$ cat config.mk
export PLATFORM = sky130hd
export DESIGN_NAME = rs_enc_stream
export DESIGN_NICKNAME = d
export VERILOG_FILES = /design/src/rtl/rs_enc_pkg.sv /design/src/rtl/rs_enc_lfsr_core.sv /design/src/rtl/rs_enc_stream.sv
export SDC_FILE = /design/constraint.sdc
export NUM_CORES = 1
export LEC_CHECK = 0
export ABC_AREA = 0
export CORE_MARGIN = 2
export CORE_UTILIZATION = 54
export DETAILED_ROUTE_END_ITERATION = 8
export PLACE_DENSITY = 0.71
export SYNTH_ARGS = -nofsm -noshare
export SYNTH_HDL_FRONTEND = slang
export SYNTH_HIERARCHICAL = 1
export SYNTH_SLANG_ARGS = --single-unit
$ cat constraint.sdc
create_clock -name clk -period 6.75 [get_ports clk]
set_input_delay 0.675 -clock clk [delete_from_list [all_inputs] [get_ports clk]]
set_output_delay 0.675 -clock clk [all_outputs]
set_load 0.03 [all_outputs]
$ cat src/rtl/rs_enc_pkg.sv
// Shared types, FSM encodings and elaboration-time Galois-field helpers for the RS encoder.
package rs_enc_pkg;

    localparam int unsigned SYM_BW_BW = 12;  // widest supported symbol
    localparam int unsigned R_BW      = 8;   // parity count must stay below 2^R_BW
    localparam int unsigned R_CAP     = 1 << R_BW;
    localparam int unsigned BIT_IW    = $clog2(SYM_BW_BW + 1);
    localparam int unsigned VEC_IW    = $clog2(R_CAP * SYM_BW_BW);

    localparam logic [1:0] IDLE   = 2'd0;
    localparam logic [1:0] DATA   = 2'd1;
    localparam logic [1:0] PARITY = 2'd2;

    // Coefficient j of the generator lives at [j*SYM_BW_BW +: SYM_BW_BW].
    typedef logic [R_CAP*SYM_BW_BW-1:0] coef_vec_t;

    function automatic logic [SYM_BW_BW-1:0] gf_mul(
        input logic [SYM_BW_BW-1:0] a,
        input logic [SYM_BW_BW-1:0] b,
        input logic [SYM_BW_BW:0]   poly,
        input int unsigned          m
    );
        logic [SYM_BW_BW:0] p;
        p = '0;
        for (int i = int'(SYM_BW_BW) - 1; i >= 0; i--) begin
            if (i < int'(m)) begin
                p = p << 1;
                if (p[BIT_IW'(m)]) p = p ^ poly;
                if (b[BIT_IW'(i)]) p = p ^ {1'b0, a};
            end
        end
        return p[SYM_BW_BW-1:0];
    endfunction

    // Monic g(x) = prod (x - a^(fcr+i)); only g[0..r-1] are needed by the LFSR.
    function automatic coef_vec_t gen_poly(
        input int unsigned          r,
        input int unsigned          fcr,
        input logic [SYM_BW_BW:0]   poly,
        input int unsigned          m
    );
        coef_vec_t            g;
        logic [SYM_BW_BW-1:0] root, gj, gprev;
        g    = '0;
        g[SYM_BW_BW-1:0] = SYM_BW_BW'(1);
        root = SYM_BW_BW'(1);
        for (int unsigned e = 0; e < fcr; e++) root = gf_mul(root, SYM_BW_BW'(2), poly, m);
        for (int i = 0; i < int'(r); i++) begin
            for (int j = i + 1; j >= 0; j--) begin
                gj    = '0;
                gprev = '0;
                if (j <= i) gj = g[VEC_IW'(j * int'(SYM_BW_BW)) +: SYM_BW_BW];
                if (j > 0)  gprev = g[VEC_IW'((j - 1) * int'(SYM_BW_BW)) +: SYM_BW_BW];
                g[VEC_IW'(j * int'(SYM_BW_BW)) +: SYM_BW_BW] = gprev ^ gf_mul(gj, root, poly, m);
            end
            root = gf_mul(root, SYM_BW_BW'(2), poly, m);
        end
        return g;
    endfunction

endpackage

$ cat src/rtl/rs_enc_lfsr_core.sv
// R_NUM-stage RS division register with constant generator multipliers.
module rs_enc_lfsr_core
    import rs_enc_pkg::*;
#(
    parameter int unsigned SYM_BW    = 8,
    parameter int unsigned R_NUM     = 16,
    parameter int unsigned PRIM_POLY = 'h11D,
    parameter int unsigned FCR       = 0
) (
    input  logic              clk,
    input  logic              rst_n,
    input  logic              en,
    input  logic              fb_sel,
    input  logic              clr,
    input  logic [SYM_BW-1:0] din,
    output logic [SYM_BW-1:0] par_out
);

    localparam logic [SYM_BW_BW:0] POLY = (SYM_BW_BW + 1)'(PRIM_POLY);
    localparam coef_vec_t          GEN  = gen_poly(R_NUM, FCR, POLY, SYM_BW);

    logic [SYM_BW-1:0] r    [R_NUM];
    logic [SYM_BW-1:0] base [R_NUM];
    logic [SYM_BW-1:0] nxt  [R_NUM];
    logic [SYM_BW-1:0] prod [R_NUM];
    logic [SYM_BW-1:0] fb;

    // A clear in the same cycle as a shift makes the shift start from an empty register.
    always_comb begin
        for (int i = 0; i < int'(R_NUM); i++) base[i] = clr ? '0 : r[i];
    end

    assign fb = fb_sel ? (din ^ base[R_NUM-1]) : '0;

    for (genvar i = 0; i < int'(R_NUM); i++) begin : g_stage
        localparam logic [SYM_BW_BW-1:0] C = GEN[i*SYM_BW_BW +: SYM_BW_BW];
        assign prod[i] = SYM_BW'(gf_mul(SYM_BW_BW'(fb), C, POLY, SYM_BW));
    end

    always_comb begin
        nxt[0] = prod[0];
        for (int i = 1; i < int'(R_NUM); i++) nxt[i] = base[i-1] ^ prod[i];
    end

    always_ff @(posedge clk or negedge rst_n) begin
        if (!rst_n) begin
            for (int i = 0; i < int'(R_NUM); i++) r[i] <= '0;
        end else if (en || clr) begin
            for (int i = 0; i < int'(R_NUM); i++) r[i] <= en ? nxt[i] : base[i];
        end
    end

    assign par_out = r[R_NUM-1];

endmodule

$ cat src/rtl/rs_enc_stream.sv
// Streaming systematic RS encoder with per-frame shortened length and two-sided backpressure.
module rs_enc_stream
    import rs_enc_pkg::*;
#(
    parameter int unsigned SYM_BW    = 8,
    parameter int unsigned N_MAX     = 255,
    parameter int unsigned R_NUM     = 16,
    parameter int unsigned PRIM_POLY = 'h11D,
    parameter int unsigned FCR       = 0
) (
    input  logic              clk,
    input  logic              rst_n,
    input  logic              din_val,
    input  logic              din_sop,
    input  logic              din_eop,
    input  logic [SYM_BW-1:0] din,
    output logic              din_rdy,
    output logic              dout_val,
    input  logic              dout_rdy,
    output logic              dout_sop,
    output logic              dout_eop,
    output logic [SYM_BW-1:0] dout,
    output logic              frm_err
);

    localparam int unsigned      CNT_W  = $clog2(N_MAX + 1);
    localparam logic [CNT_W-1:0] K_MAX  = CNT_W'(N_MAX - R_NUM);
    localparam logic [CNT_W-1:0] P_LAST = CNT_W'(R_NUM - 1);

    logic [1:0]        state, state_n;
    logic [CNT_W-1:0]  cnt, cnt_n;
    logic [SYM_BW-1:0] dout_n, par_out;
    logic              val_n, sop_n, eop_n, err_n, live;
    logic              ld, xfer, en, fb_sel, clr;

    assign ld      = !dout_val || dout_rdy;
    assign din_rdy = live && ld && (state != PARITY);
    assign xfer    = din_val && din_rdy;

    rs_enc_lfsr_core #(
        .SYM_BW    (SYM_BW),
        .R_NUM     (R_NUM),
        .PRIM_POLY (PRIM_POLY),
        .FCR       (FCR)
    ) u_core (
        .clk     (clk),
        .rst_n   (rst_n),
        .en      (en),
        .fb_sel  (fb_sel),
        .clr     (clr),
        .din     (din),
        .par_out (par_out)
    );

    // Next state, counter and output-register load.
    always_comb begin
        state_n = state;
        cnt_n   = cnt;
        dout_n  = dout;
        val_n   = dout_val;
        sop_n   = dout_sop;
        eop_n   = dout_eop;
        err_n   = 1'b0;
        en      = 1'b0;
        fb_sel  = 1'b0;
        clr     = 1'b0;
        if (ld) begin
            val_n = 1'b0;
            sop_n = 1'b0;
            eop_n = 1'b0;
        end
        case (state)
            IDLE, DATA: begin
                if (xfer) begin
                    if (!din_sop && state == IDLE) begin
                        err_n = 1'b1;
                    end else begin
                        en     = 1'b1;
                        fb_sel = 1'b1;
                        dout_n = din;
                        val_n  = 1'b1;
                        sop_n  = din_sop;
                        state_n = DATA;
                        if (din_sop) begin
                            // sop inside a frame abandons the old parity and restarts.
                            clr   = (state == DATA);
                            err_n = (state == DATA);
                            cnt_n = CNT_W'(1);
                        end else begin
                            cnt_n = cnt + CNT_W'(1);
                        end
                        if (din_eop || cnt_n == K_MAX) begin
                            state_n = PARITY;
                            err_n   = err_n || !din_eop;
                            cnt_n   = '0;
                        end
                    end
                end
            end
            PARITY: begin
                if (ld) begin
                    en     = 1'b1;
                    dout_n = par_out;
                    val_n  = 1'b1;
                    cnt_n  = cnt + CNT_W'(1);
                    if (cnt == P_LAST) begin
                        eop_n   = 1'b1;
                        clr     = 1'b1;
                        state_n = IDLE;
                        cnt_n   = '0;
                    end
                end
            end
            default: begin
                state_n = IDLE;
                cnt_n   = '0;
            end
        endcase
    end

    always_ff @(posedge clk or negedge rst_n) begin
        if (!rst_n) begin
            state    <= IDLE;
            cnt      <= '0;
            dout     <= '0;
            dout_val <= 1'b0;
            dout_sop <= 1'b0;
            dout_eop <= 1'b0;
            frm_err  <= 1'b0;
            live     <= 1'b0;
        end else begin
            state    <= state_n;
            cnt      <= cnt_n;
            dout     <= dout_n;
            dout_val <= val_n;
            dout_sop <= sop_n;
            dout_eop <= eop_n;
            frm_err  <= err_n;
            live     <= 1'b1;
        end
    end

endmodule

==> flow_summary.toml, run 1 <==
[routing]
wl_um = 27900
first_pass_iters = 7
wl_per_cell_um = 21.0
drcViolationCount = 0
drt_iter0_drc = 833
num_vias = 8389
via_per_inst = 6.31
postRouteAntennaNets = 0

[synthesis]
async_reset_ff_frac = 1.00
synthCells = 1129
syn_area_um2 = 10400
synth_top_area_cell = "dfrtp_1"
yosys_warnings = 6
yosysSeqAreaShare = 0.365
ys_ff_latch = 151
yosys.area.top_type_share = 0.365
synth_area_leaders = "dfrtp_1, xnor2_1, o22ai_1"
syn_area_per_cell_um2 = 9.17
ys.flop_type = "dfrtp_1"
synth_edf_count = 0
ys_top_cells_by_count = "dfrtp_1, xnor2_1, o22ai_1, nand2_1"
synth.most_common_cell = "dfrtp_1"
synthDistinctLibCells = 71
syn-num-nets = 1144

[placed_design]
place.gp.congestion = 0.925
preCtsSetupSlack_ns = 2.27
io_buffers = 26
dp_hpwl_um = 18400

[timing]
rsz0062_at_grt = "false"
fin_skew_ns = 0.0138
slew_violations = 0
relSlewSlack = 0.348
worst_pin_slew_ns = 0.978
setup_tns_ns = 0
setup_viol = 0
post-route-period-util = 0.612
min_period_ns = 4.13
fmax_mhz = 242
setup_slack_ns = 2.62
hold_violations = 0

[setup_path]
critPathKind = "in -> reg"
r2r_setup_slack_ns = 2.76
critPathLaunchType = "input pin"
arrival_ns = 4.45
reg2regPathDepth = 11
cp_max_fo = 31
rr_endpoint = "u_core/r[21]"
required_ns = 7.06
endpoint = "u_core/r[52]"
startpoint = "din_sop"
r2r_start = "state[1]"
worstSetupEndpointType = "flop"

[global_routing]
grt_max_degree = 128
antenna_found_initial = 0
grt_pass1_wl_um = 44500
track_usage = 0.286
grt_overflow = 0
grt_pass1_vias = 7844

[clock_tree]
clkLatencyLatePin_ns = 0.44
ctsHtreeMaxLevel = 4
post_cts_buffers = 0
cts_inserted_buffers = 17
root_buffer = "clkbuf_16"
cts_hold_buf = 0
clk_pin_slew_ns = 0.06
cts_tree = "yes"
cts_resized = 0
clock_path_buffers = 2
cts.sinks = 151

[power_and_ir_drop]
p_clk_frac = 0.190
seqPwrFrac = 0.307
p_sw_uw = 2220
ir_worst_vdd_mv = 0.302
leakage_uw = 0.00474
combPwrFrac = 0.503
pwr_density_cell_nw_per_um2 = 467
cell_internal_pwr_uw = 2970
p_sw_frac = 0.427

[floorplan]
die_h_um = 142
core_area_um2 = 18800
fp.dieArea_um2 = 20300
die_width_um = 142
start_util = 0.552
pin_count = 27
rows = 50

[finish]
n_fill_cell = 1604
nNetsFinal = 1098
drive_above_1_share = 0.0694
area_growth_pct = 7.31
n_antenna_cell = 0

[min_path]
hold_path_class = "in -> async"

[flow_run]
maxCapViolations = 0

[outcome]
status = "finished, final reports clean"
## power groups by stage
| stage | combinational (uW) | sequential (uW) | clock [uW] |
|---|---|---|---|
| after global routing | 2860 | 1620 | 1040 |
| after detailed placement | 2570 | 1590 | 0 |
| after CTS | 2580 | 1580 | 1000 |
| after global placement | 2520 | 1580 | 0 |
| final | 2610 | 1590 | 985 |
| after floorplan | 2090 | 1490 | 0 |
## cell type report
class | instances | area (um^2) | share of cell area
Clock buffer | 20 | 447 | 0.0402
Clock inverter | 11 | 151 | 0.0136
Inverter | 28 | 106 | 0.00957
Multi-Input combinational cell | 845 | 5970 | 0.537
Sequential cell | 151 | 3780 | 0.340
Tap cell | 234 | 293 | 0.0263
Timing Repair Buffer | 40 | 367 | 0.0330
## flip-flops by register name, indices dropped and copies added, names as in the netlist, named ones only
name and flops:
dout 8, live 1, dout_val 1, cnt 8, u_core/par_out 8, u_core/r 120, frm_err 1, state 2
dout_sop 1
## cell usage in the layout, fill, tap and decap left out, types with 9 or more instances in the layout
master,synthesis,layout
xnor2_1,104,104
a22o_1,9,9
and3_1,30,30
clkbuf_16,0,17
a21oi_1,63,63
a31oi_1,51,51
nand3_1,22,22
nand2b_1,18,18
inv_1,28,26
dfrtp_1,151,151
a21o_1,54,54
nor2_1,42,42
o21ai_1,11,11
nor2b_1,60,60
a32oi_1,9,9
buf_4,16,14
clkdlybuf4s50_1,0,25
nand2_1,69,69
mux2i_1,18,18
xor2_1,39,39
o22ai_1,74,74
o21ai_0,63,62
or3_1,14,14
xnor3_1,10,10
## stage by stage
stage / utilization / total power, uW / instance area, um^2 / hold slack (ns) / std cells
2_1_floorplan: - / 3570 / 10400 / 0.379 / 1129
3_3_place_gp: 0.560 / 4100 / 10500 / 0.483 / 1298
3_5_place_dp: 0.560 / 4160 / 10500 / 0.488 / 1298
4_1_cts: 0.592 / 5170 / 11100 / 0.321 / 1329
5_1_grt: 0.592 / 5530 / 11100 / 0.342 / 1329
6_report: 0.592 / 5190 / 11100 / 0.281 / 1329
## critical path, stage by stage
cell and delay, ns:
clkdlybuf4s50_1 0.65, nor2_1 0.08, or4_4 0.48, inv_1 0.21, buf_4 0.38, nand3_2 0.42
xnor2_1 0.79, xor3_1 0.47, a32oi_1 0.19, o21ai_1 0.08
## layer usage
layer,vias to the layer above,GRT usage,wire length (um),share of wire
met3,54,0.0572,1800,0.065
met1,4160,0.401,12400,0.44
met2,286,0.438,12800,0.46
met4,0,0.112,930,0.033
li1,3889,-,-,-
met5,-,0,0,0
## cells by family (layout without fill, tap and decap cells)
group / count (synthesis) / in the layout / share of synthesized area
compound gates: 364 / 364 / 0.221
simple gates: 288 / 288 / 0.152
xor+xnor: 171 / 171 / 0.181
flops: 151 / 151 / 0.365
buf+inv: 133 / 99 / 0.0605
mux: 20 / 20 / 0.0196
fa+ha+maj: 1 / 1 / 0.00121
other cells: 1 / 1 / 0.000362
## worst min-delay path by stage
stage | depth (start not counted) | slack, ns | end | from
4_1_cts | 1 | 0.32 | state[0] | rst_n
2_1_floorplan | 0 | 0.38 | asynchronous set/reset pin | rst_n
3_5_place_dp | 2 | 0.49 | u_core/r[29] | u_core/r[29]
6_report | 1 | 0.28 | state[0] | rst_n
3_3_place_gp | 2 | 0.48 | u_core/r[34] | u_core/r[34]
5_1_grt | 1 | 0.34 | state[0] | rst_n
(Power assumes the default switching activity.)
==> run 2, diff against run 1 <==
--- a/config.mk
+++ b/config.mk
@@ -9,7 +9,7 @@
 export CORE_MARGIN = 2
 export CORE_UTILIZATION = 54
 export DETAILED_ROUTE_END_ITERATION = 8
-export PLACE_DENSITY = 0.71
+export PLACE_DENSITY = 0.74
 export SYNTH_ARGS = -nofsm -noshare
 export SYNTH_HDL_FRONTEND = slang
 export SYNTH_HIERARCHICAL = 1
==> constraint.sdc (replaced) <==
create_clock -name clk -period 3.6 [get_ports clk]
set_input_delay 0.36 -clock clk [delete_from_list [all_inputs] [get_ports clk]]
set_output_delay 0.36 -clock clk [all_outputs]
set_load 0.03 [all_outputs]
==> flow_summary.toml, run 2 (synthesized netlist as in run 1, its figures left out) <==
[power_and_ir_drop]
p_sw_uw = 4330
combPwrFrac = 0.522
pwr_density_cell_nw_per_um2 = 873
p_clk_frac = 0.191
seqPwrFrac = 0.287
ir_worst_vdd_mv = 0.457
cell_internal_pwr_uw = 6000
leakage_uw = 0.00517
p_sw_frac = 0.419

[clock_tree]
cts_tree = "yes"
ctsHtreeMaxLevel = 4
clk_pin_slew_ns = 0.06
root_buffer = "clkbuf_16"
cts_inserted_buffers = 17
clkLatencyLatePin_ns = 0.43
cts.sinks = 151
clock_path_buffers = 2

[placed_design]
io_buffers = 26
placed_cell_area_um2 = 11200
dp_hpwl_um = 20300
place.gp.congestion = 0.934

[routing]
wl_per_cell_um = 21.1
via_per_inst = 6.22
postRouteAntennaNets = 0
drcViolationCount = 0
first_pass_iters = 7
num_vias = 8771
wl_um = 29800
drt_iter0_drc = 849

[finish]
n_antenna_cell = 0
regArea_um2 = 3780
n_fill_cell = 1554
final_common_cell = "dfrtp_1"
layout_common_cells = "dfrtp_1, xnor2_1, buf_4, o22ai_1, nand2_1"
largest_register_ffs = 120
drive_above_1_share = 0.131
area_growth_pct = 14.3
regMostFlops = "u_core/r"
nNetsFinal = 1177
multi_input_area_um2 = 5970
final_cell_area_um2 = 11800

[setup_path]
critPathMaxStageDelay_ns = 0.43
crit_chain = "ha_1 > and3_1 > nand2_1 > o21ai_4 > buf_12 > buf_4 > or3_1 > nand3_2 > xnor2_1 > buf_4 > xnor2_1 > buf_4 > a31oi_1 > o22ai_1"
r2r_setup_slack_ns = 0.21
critPathLaunchType = "flop"
r2r_start = "cnt[0]"
crit_family = "buffers and inverters"
critPathKind = "reg -> reg"
required_ns = 3.96
critical_path_depth = 14
worstSetupEndpointType = "flop"
path_common_cell = "buf_4"
rr_endpoint = "u_core/par_out[5]"
slowest_stage = "xnor2_1"
cp.buffers_inverters = 4
reg2regPathDepth = 14
arrival_ns = 3.75
cp_max_fo = 26

[global_routing]
antenna_found_initial = 0
track_usage = 0.302
grt_max_degree = 81
grt_pass1_vias = 8337
grt_pass1_wl_um = 46700
grt_overflow = 0

[timing]
fmax_mhz = 295
setup_tns_ns = 0
relSlewSlack = 0.466
worst_pin_slew_ns = 0.801
hold_violations = 0
rsz0062_at_grt = "false"
fin_skew_ns = 0.0109
post-route-period-util = 0.941
setup_viol = 0
min_period_ns = 3.39
slew_violations = 0

[flow_run]
maxCapViolations = 0

[floorplan]
fp.dieArea_um2 = 20300
core_area_um2 = 18800
die_width_um = 142
start_util = 0.552
pin_count = 27
rows = 50
die_h_um = 142

[min_path]
hold_path_class = "reg -> reg"
holdPathStages = 2

[outcome]
status = "finished, final reports clean"
run 2: cell count changes in the layout (fill, tap and decap cells not counted):
cell           before  now
clkinv_2            2    3
buf_4              14   85
buf_12              0    7
clkbuf_1            2    3
clkbuf_8            1    0
dlygate4sd3_1       0    1
clkinvlp_4          4    2
bufinv_16           3    5
run 2: timing repair:
item	in CTS	in global routing
setup buffers	0	1
endpoints found under the setup margin	0	17
hold buffers	1	0
endpoints found under the hold margin	2	0
resized for setup	0	0
run 2: area by class of cell:
class	instances	share of cell area
inverters	28	0.00898
flip-flops and latches	151	0.319
well taps	234	0.0247
clock buffers	20	0.0369
multi-input cells	845	0.504
repair buffers	119	0.0887
clock inverters	12	0.0170
run 2: worst max path at each step:
stage                         to  startpoint  slack, ns
6_report       u_core/par_out[5]      cnt[0]       0.21
5_1_grt        u_core/par_out[5]      cnt[0]       0.03
4_1_cts        u_core/par_out[5]      cnt[0]       0.18
3_5_place_dp       u_core/r[109]    dout_rdy       0.08
3_3_place_gp       u_core/r[109]    dout_rdy       0.10
2_1_floorplan       u_core/r[21]    dout_val       0.31
run 2: power groups by stage:
stage / logic (uW) / clock network (uW) / registers [uW]
6_report: 5390 / 1980 / 2970
5_1_grt: 5830 / 2070 / 3030
4_1_cts: 5310 / 2000 / 2940
3_5_place_dp: 5270 / 0 / 2950
3_3_place_gp: 5140 / 0 / 2940
2_1_floorplan: 3910 / 0 / 2790
run 2: routing by layer:
metal,share of wire,vias to the layer above,global-route usage
li1,-,4055,-
met1,0.42,4271,0.403
met2,0.46,366,0.461
met3,0.082,79,0.0764
met4,0.043,0,0.148
met5,0,-,0
run 2: worst register-to-register path, cell delays in order (launching register included):
cell and delay, ns:
dfrtp_1 0.42, ha_1 0.21, and3_1 0.24, nand2_1 0.19, o21ai_4 0.22, buf_12 0.16
buf_4 0.26, or3_1 0.17, nand3_2 0.19, xnor2_1 0.44, buf_4 0.21, xnor2_1 0.20
buf_4 0.19, a31oi_1 0.08, o22ai_1 0.15
run 2: per-stage QoR:
| step | setup slack, ns | std cells | hold slack, ns | util | total power, uW |
|---|---|---|---|---|---|
| 6_report | 0.213 | 1409 | 0.494 | 0.631 | 10300 |
| 5_1_grt | 0.0281 | 1409 | 0.509 | 0.631 | 10900 |
| 4_1_cts | 0.185 | 1408 | 0.496 | 0.630 | 10300 |
| 3_5_place_dp | 0.0795 | 1375 | 0.459 | 0.595 | 8220 |
| 3_3_place_gp | 0.104 | 1375 | 0.455 | 0.595 | 8080 |
| 2_1_floorplan | 0.312 | 1129 | 0.0644 | - | 6700 |
==> variant 1 (settings of run 2) <==
`R_NUM` is set to 16 in 2 places; all go to 32.
--- a/src/rtl/rs_enc_lfsr_core.sv
+++ b/src/rtl/rs_enc_lfsr_core.sv
@@ -4,5 +4,5 @@
 #(
     parameter int unsigned SYM_BW    = 8,
-    parameter int unsigned R_NUM     = 16,
+    parameter int unsigned R_NUM     = 32,
     parameter int unsigned PRIM_POLY = 'h11D,
     parameter int unsigned FCR       = 0
--- a/src/rtl/rs_enc_stream.sv
+++ b/src/rtl/rs_enc_stream.sv
@@ -5,5 +5,5 @@
     parameter int unsigned SYM_BW    = 8,
     parameter int unsigned N_MAX     = 255,
-    parameter int unsigned R_NUM     = 16,
+    parameter int unsigned R_NUM     = 32,
     parameter int unsigned PRIM_POLY = 'h11D,
     parameter int unsigned FCR       = 0
Formal check against the unedited RTL: not equivalent (a bounded check fails within 4 cycles, from zero or initial values and one cycle with rst_n low).
==> variant 1 against run 2 <==
  * Combinational power up 68%
  * Critical path depth unchanged
  * Sequential cell count up 128
  * Worst setup slack worse by 100 ps
  * Routed wire length up 92%
  * Power up 75%
  * Sequential power up 86%
  * Synthesized area up 70%
  * Synthesized cell count up 77%
  * Count of clock-buffer cells in the layout up 27
  * Utilization up 0.98 points
  * Fmax down 3.0%
  * Final area up 75%
==> variant 1: results (changes against run 2) <==
{| class="wikitable"
! Metric !! Value
|-
| Clock skew || 27.3 ps (+16.4 ps)
|-
| Proportion of synthesized chip area in sequential cells || 39.6% (+3.1 points)
|-
| Highest routed metal layer || met5
|-
| Post-detailed-route wirelength per cell || 22.4 um (+6.2%)
|-
| Share of synthesized area spent on multiplexers || 0.751% (-1.2 points)
|-
| Worst R2R Setup Slack || 110 ps (-100 ps)
|-
| Critical path arrival || 3890 ps (+140 ps)
|-
| Overall fraction of global-route tracks in use || 33.5% (+3.2 points)
|-
| Met3 Track Usage GR || 8.12% (+0.48 points)
|-
| Level count of the clock H-tree || 2 (-2)
|-
| Global-route wire length before repair || 88000 um (+88%)
|-
| Detailed router's first-iteration violation count || 1961 (+130%)
|-
| First drt pass iteration count || 5 (-2)
|-
| Worst IR Drop VDD || 0.000553 V (+21%)
|-
| Net count of the finished layout || 2096 (+78%)
|-
| Slowest stage cell, crit path || sky130_fd_sc_hd__dfrtp_1
|-
| Pin count of the biggest net entering global routing || 187 (+130%)
|-
| Maximum clock insertion buffer count || 3 (+1)
|-
| Run status || finished clean
|-
| Max-cap violations || 0 (unchanged)
|-
| Transition time at the pin with the least slew margin || 1150 ps (+344 ps)
|-
| Global routing usage on met1 || 44.8% (+4.5 points)
|-
| # fillers || 2650 (+71%)
|-
| Length of routed met2 wiring || 25500 um (+88%)
|-
| Type of the worst min-delay path || in -> async
|-
| Met1 wire length || 23200 um (+86%)
|-
| Met2 usage in global routing || 50.6% (+4.5 points)
|-
| Routed via count || 16119 (+84%)
|-
| Largest register FFs || 248 (+110%)
|-
| RR Startpoint || cnt[1]$_DFFE_PN0P_
|-
| Post-place instance area || 19300 um^2 (+73%)
|-
| Area share of fa/ha/maj cells after synthesis || 0.0709% (-0.050 points)
|-
| Vias in the first global route || 15233 (+83%)
|-
| Post-DP HPWL || 37900 um (+86%)
|-
| Initial antenna violation count || 1 (+1)
|-
| Area share of xor/xnor cells in the synthesized design || 13.3% (-4.8 points)
|-
| Netlist cell types || 68 (-4.2%)
|-
| Most frequent cells after synthesis || 279 x sky130_fd_sc_hd__dfrtp_1, 196 x sky130_fd_sc_hd__a21oi_1, 155 x sky130_fd_sc_hd__o21ai_0, 151 x sky130_fd_sc_hd__xnor2_1, 139 x sky130_fd_sc_hd__and3_1
|-
| Fraction of layout instances using a drive strength above 1 || 15.3% (+2.2 points)
|-
| Compound-Gate Fraction of Synth Area || 26.0% (+4.0 points)
|-
| Leak Pwr || 0.00937 uW (+81%)
|}
variant 1: worst max-delay path by stage:
stage          depth (start not counted)                from                         to
5_1_grt                               15  cnt[1]$_DFFE_PN0P_  u_core/r[135]$_DFFE_PN0P_
6_report                              14  cnt[1]$_DFFE_PN0P_  u_core/r[114]$_DFFE_PN0P_
3_5_place_dp                          16            dout_rdy  u_core/r[182]$_DFFE_PN0P_
3_3_place_gp                          16            dout_rdy  u_core/r[182]$_DFFE_PN0P_
2_1_floorplan                         13  dout_val$_DFF_PN0_  u_core/r[141]$_DFFE_PN0P_
4_1_cts                               15  cnt[1]$_DFFE_PN0P_  u_core/r[155]$_DFFE_PN0P_
variant 1: cell type report:
type	instances	area, um^2	area share, %
Multi-Input combinational cell	1478	9920	47.9
Sequential cell	279	6980	33.7
Timing Repair Buffer	223	1880	9.04
Clock buffer	47	981	4.73
Tap cell	442	553	2.67
Inverter	64	260	1.26
Clock inverter	10	156	0.754
Antenna cell	2	5.00	0.0241
variant 1: metrics by stage:
step,worst slack (ps),hold WS (ps),std cells
global route,-12.8,489,2543
floorplan,46.3,64.4,1994
CTS,4.56,463,2538
finish,110,437,2545
detailed placement,-338,414,2479
global placement,-264,422,2479
variant 1: power by group:
part / total [uW] / internal, uW / switching, uW / leakage (uW)
logic: 9030 / 3870 / 5160 / 0.00518
registers: 5530 / 4380 / 1160 / 0.00363
clock network: 3570 / 2190 / 1380 / 0.000558
variant 1: repair_timing:
action                                  in CTS  in global routing
hold endpoints to repair                    82                  0
buffers inserted                             1                  3
cloned                                       0                  2
gates resized for setup                      9                 23
pin swaps                                    3                  6
endpoints found under the setup margin      15                100
hold buffers                                 1                  0
==> variant 2 (config.mk and constraints of run 2) <==
Made on the original files. Take the reset off `dout` and load it in a clocked block of its own.
--- a/src/rtl/rs_enc_stream.sv
+++ b/src/rtl/rs_enc_stream.sv
@@ -123,5 +123,4 @@
             state    <= IDLE;
             cnt      <= '0;
-            dout     <= '0;
             dout_val <= 1'b0;
             dout_sop <= 1'b0;
@@ -132,5 +131,4 @@
             state    <= state_n;
             cnt      <= cnt_n;
-            dout     <= dout_n;
             dout_val <= val_n;
             dout_sop <= sop_n;
@@ -141,4 +139,8 @@
     end
 
+    always_ff @(posedge clk) begin
+        dout <= dout_n;
+    end
+
 endmodule
 
Check against the original RTL: differs if rst_n is asserted again (counterexample within 4 cycles, from zero or initial values and one cycle with rst_n low); with rst_n held inactive, the same outputs for 4 cycles.
==> variant 2 against run 2 <==
  * Worst setup slack worse by 35 ps
  * Final area down 0.75%
  * The flow now finishes with violations (negative hold slack)
  * Synthesized cell count up 0.80%
  * Sequential cell count unchanged
  * Routed wire length down 2.4%
  * Power down 14%
  * Largest power group unchanged
  * Synthesized area up 0.27%
  * Critical endpoint is now u_core/r[43]$_DFFE_PN0P_
  * Non-clock buffer count down 19
==> variant 2: results (changes against run 2) <==
{| class="wikitable"
! Metric !! Value
|-
| Clock skew || 7.16 ps (-3.77 ps)
|-
| Overall fraction of global-route tracks in use || 29.6% (-0.67 points)
|-
| Slowest stage cell, crit path || sky130_fd_sc_hd__or4_4
|-
| Share of async-settable or async-resettable flops after synthesis || 94.7% (-5.3 points)
|-
| Vias in the first global route || 8212 (-1.5%)
|-
| Cell type group with the largest total delay on the critical path || simple AND/OR/NAND/NOR gates
|-
| Worst slew margin relative to its limit || 44.3% (-2.3 points)
|-
| Global routing usage on met1 || 41.9% (+1.6 points)
|-
| Most frequent cells after synthesis || 143 x sky130_fd_sc_hd__dfrtp_1, 105 x sky130_fd_sc_hd__xnor2_1, 94 x sky130_fd_sc_hd__nand2_1, 74 x sky130_fd_sc_hd__o22ai_1, 62 x sky130_fd_sc_hd__nor2b_1
|-
| Worst hold slack across all endpoints || -39.9 ps (-534 ps)
|-
| Crit Path Max Fanout || 15 (-42%)
|-
| Met2 usage in global routing || 45.2% (-0.86 points)
|-
| Detailed router's first-iteration violation count || 853 (+0.47%)
|-
| Number of hold-slack violations in the final timing report || 9 (+9)
|-
| Critical path arrival || 3720 ps (-30 ps)
|-
| Leading cell types by total area after synthesis || sky130_fd_sc_hd__dfrtp_1 34%, sky130_fd_sc_hd__xnor2_1 8.9%, sky130_fd_sc_hd__o22ai_1 4.5%
|-
| Depth of the worst register-to-register path || 11 (-3)
|-
| Pre-CTS setup slack || -51.6 ps (-131 ps)
|-
| Routability congestion estimate || 0.958 (+2.7%)
|-
| Met3 Track Usage GR || 6.30% (-1.3 points)
|-
| Pin count of the biggest net entering global routing || 92 (+14%)
|-
| Global-route wire length before repair || 46000 um (-1.6%)
|-
| Proportion of synthesized chip area in sequential cells || 36.8% (+0.29 points)
|-
| Endpoint of the worst register-to-register path || u_core/r[43]$_DFFE_PN0P_
|-
| Violated checks || negative hold slack
|-
| Worst R2R Setup Slack || 180 ps (-40 ps)
|-
| Fraction of layout instances using a drive strength above 1 || 12.4% (-0.75 points)
|-
| Run status || complete, but fails checks
|-
| Leak Pwr || 0.00507 uW (-2.0%)
|-
| Switching share of total power || 39.9% (-2.0 points)
|-
| Post-DP HPWL || 20000 um (-1.9%)
|-
| # fillers || 1548 (-0.39%)
|-
| Worst IR Drop VDD || 0.000406 V (-11%)
|-
| Final period utilization || 95.1% (+0.99 points)
|-
| EDFF count, synth || 8 (+8)
|}
variant 2: cell types whose count changed after synthesis, moves of 8 or more:
cell,run 2,this run
sky130_fd_sc_hd__nand2_1,69,94
sky130_fd_sc_hd__nor2_1,42,31
sky130_fd_sc_hd__a21oi_1,63,55
sky130_fd_sc_hd__dfrtp_1,151,143
sky130_fd_sc_hd__edfxtp_1,0,8
sky130_fd_sc_hd__mux2i_1,18,10
variant 2: stage by stage:
stage | utilization [%] | hold slack, ps | cell area, um^2 | power (uW) | cells
final | 62.6 | -39.9 | 11700 | 8830 | 1399
after global routing | 62.6 | 37.5 | 11700 | 9350 | 1399
after CTS | 62.4 | 12.5 | 11700 | 8770 | 1398
after detailed placement | 59.2 | 471 | 11100 | 6830 | 1366
after global placement | 59.2 | 479 | 11100 | 6710 | 1366
after floorplan | - | 64.4 | 10400 | 5760 | 1138
variant 2: layout make-up:
cell class	count	area share (%)
clock inverter	15	1.64
inverter	30	0.969
tap	234	2.49
timing repair buffer	100	7.81
clock buffer	17	3.62
sequential	151	32.5
multi-input combinational	852	51.0
variant 2: logic make-up after synthesis:
kind of cell,share of synthesized area (%)
AOI/OAI and AO/OA,22.0
xor gates and xnor gates,18.0
buffers and inverters,5.95
adders and majority gates,0.120
other,0.0361
DFF,36.8
and+or+nand+nor,15.9
muxes,1.18
variant 2: metal layers:
| layer | vias to the layer above | part of all wire (%) |
|---|---|---|
| li1 | 4049 | - |
| met1 | 4270 | 43 |
| met2 | 366 | 46 |
| met3 | 58 | 8.1 |
| met4 | 0 | 3.0 |
| met5 | - | 0 |
variant 2: power by group through the flow:
stage	clock network (uW)	registers, uW	logic (uW)
floorplan	0	2720	3040
global placement	0	2990	3720
detailed placement	0	3010	3820
CTS	1920	2990	3850
global route	2010	3080	4260
finish	1910	3020	3910
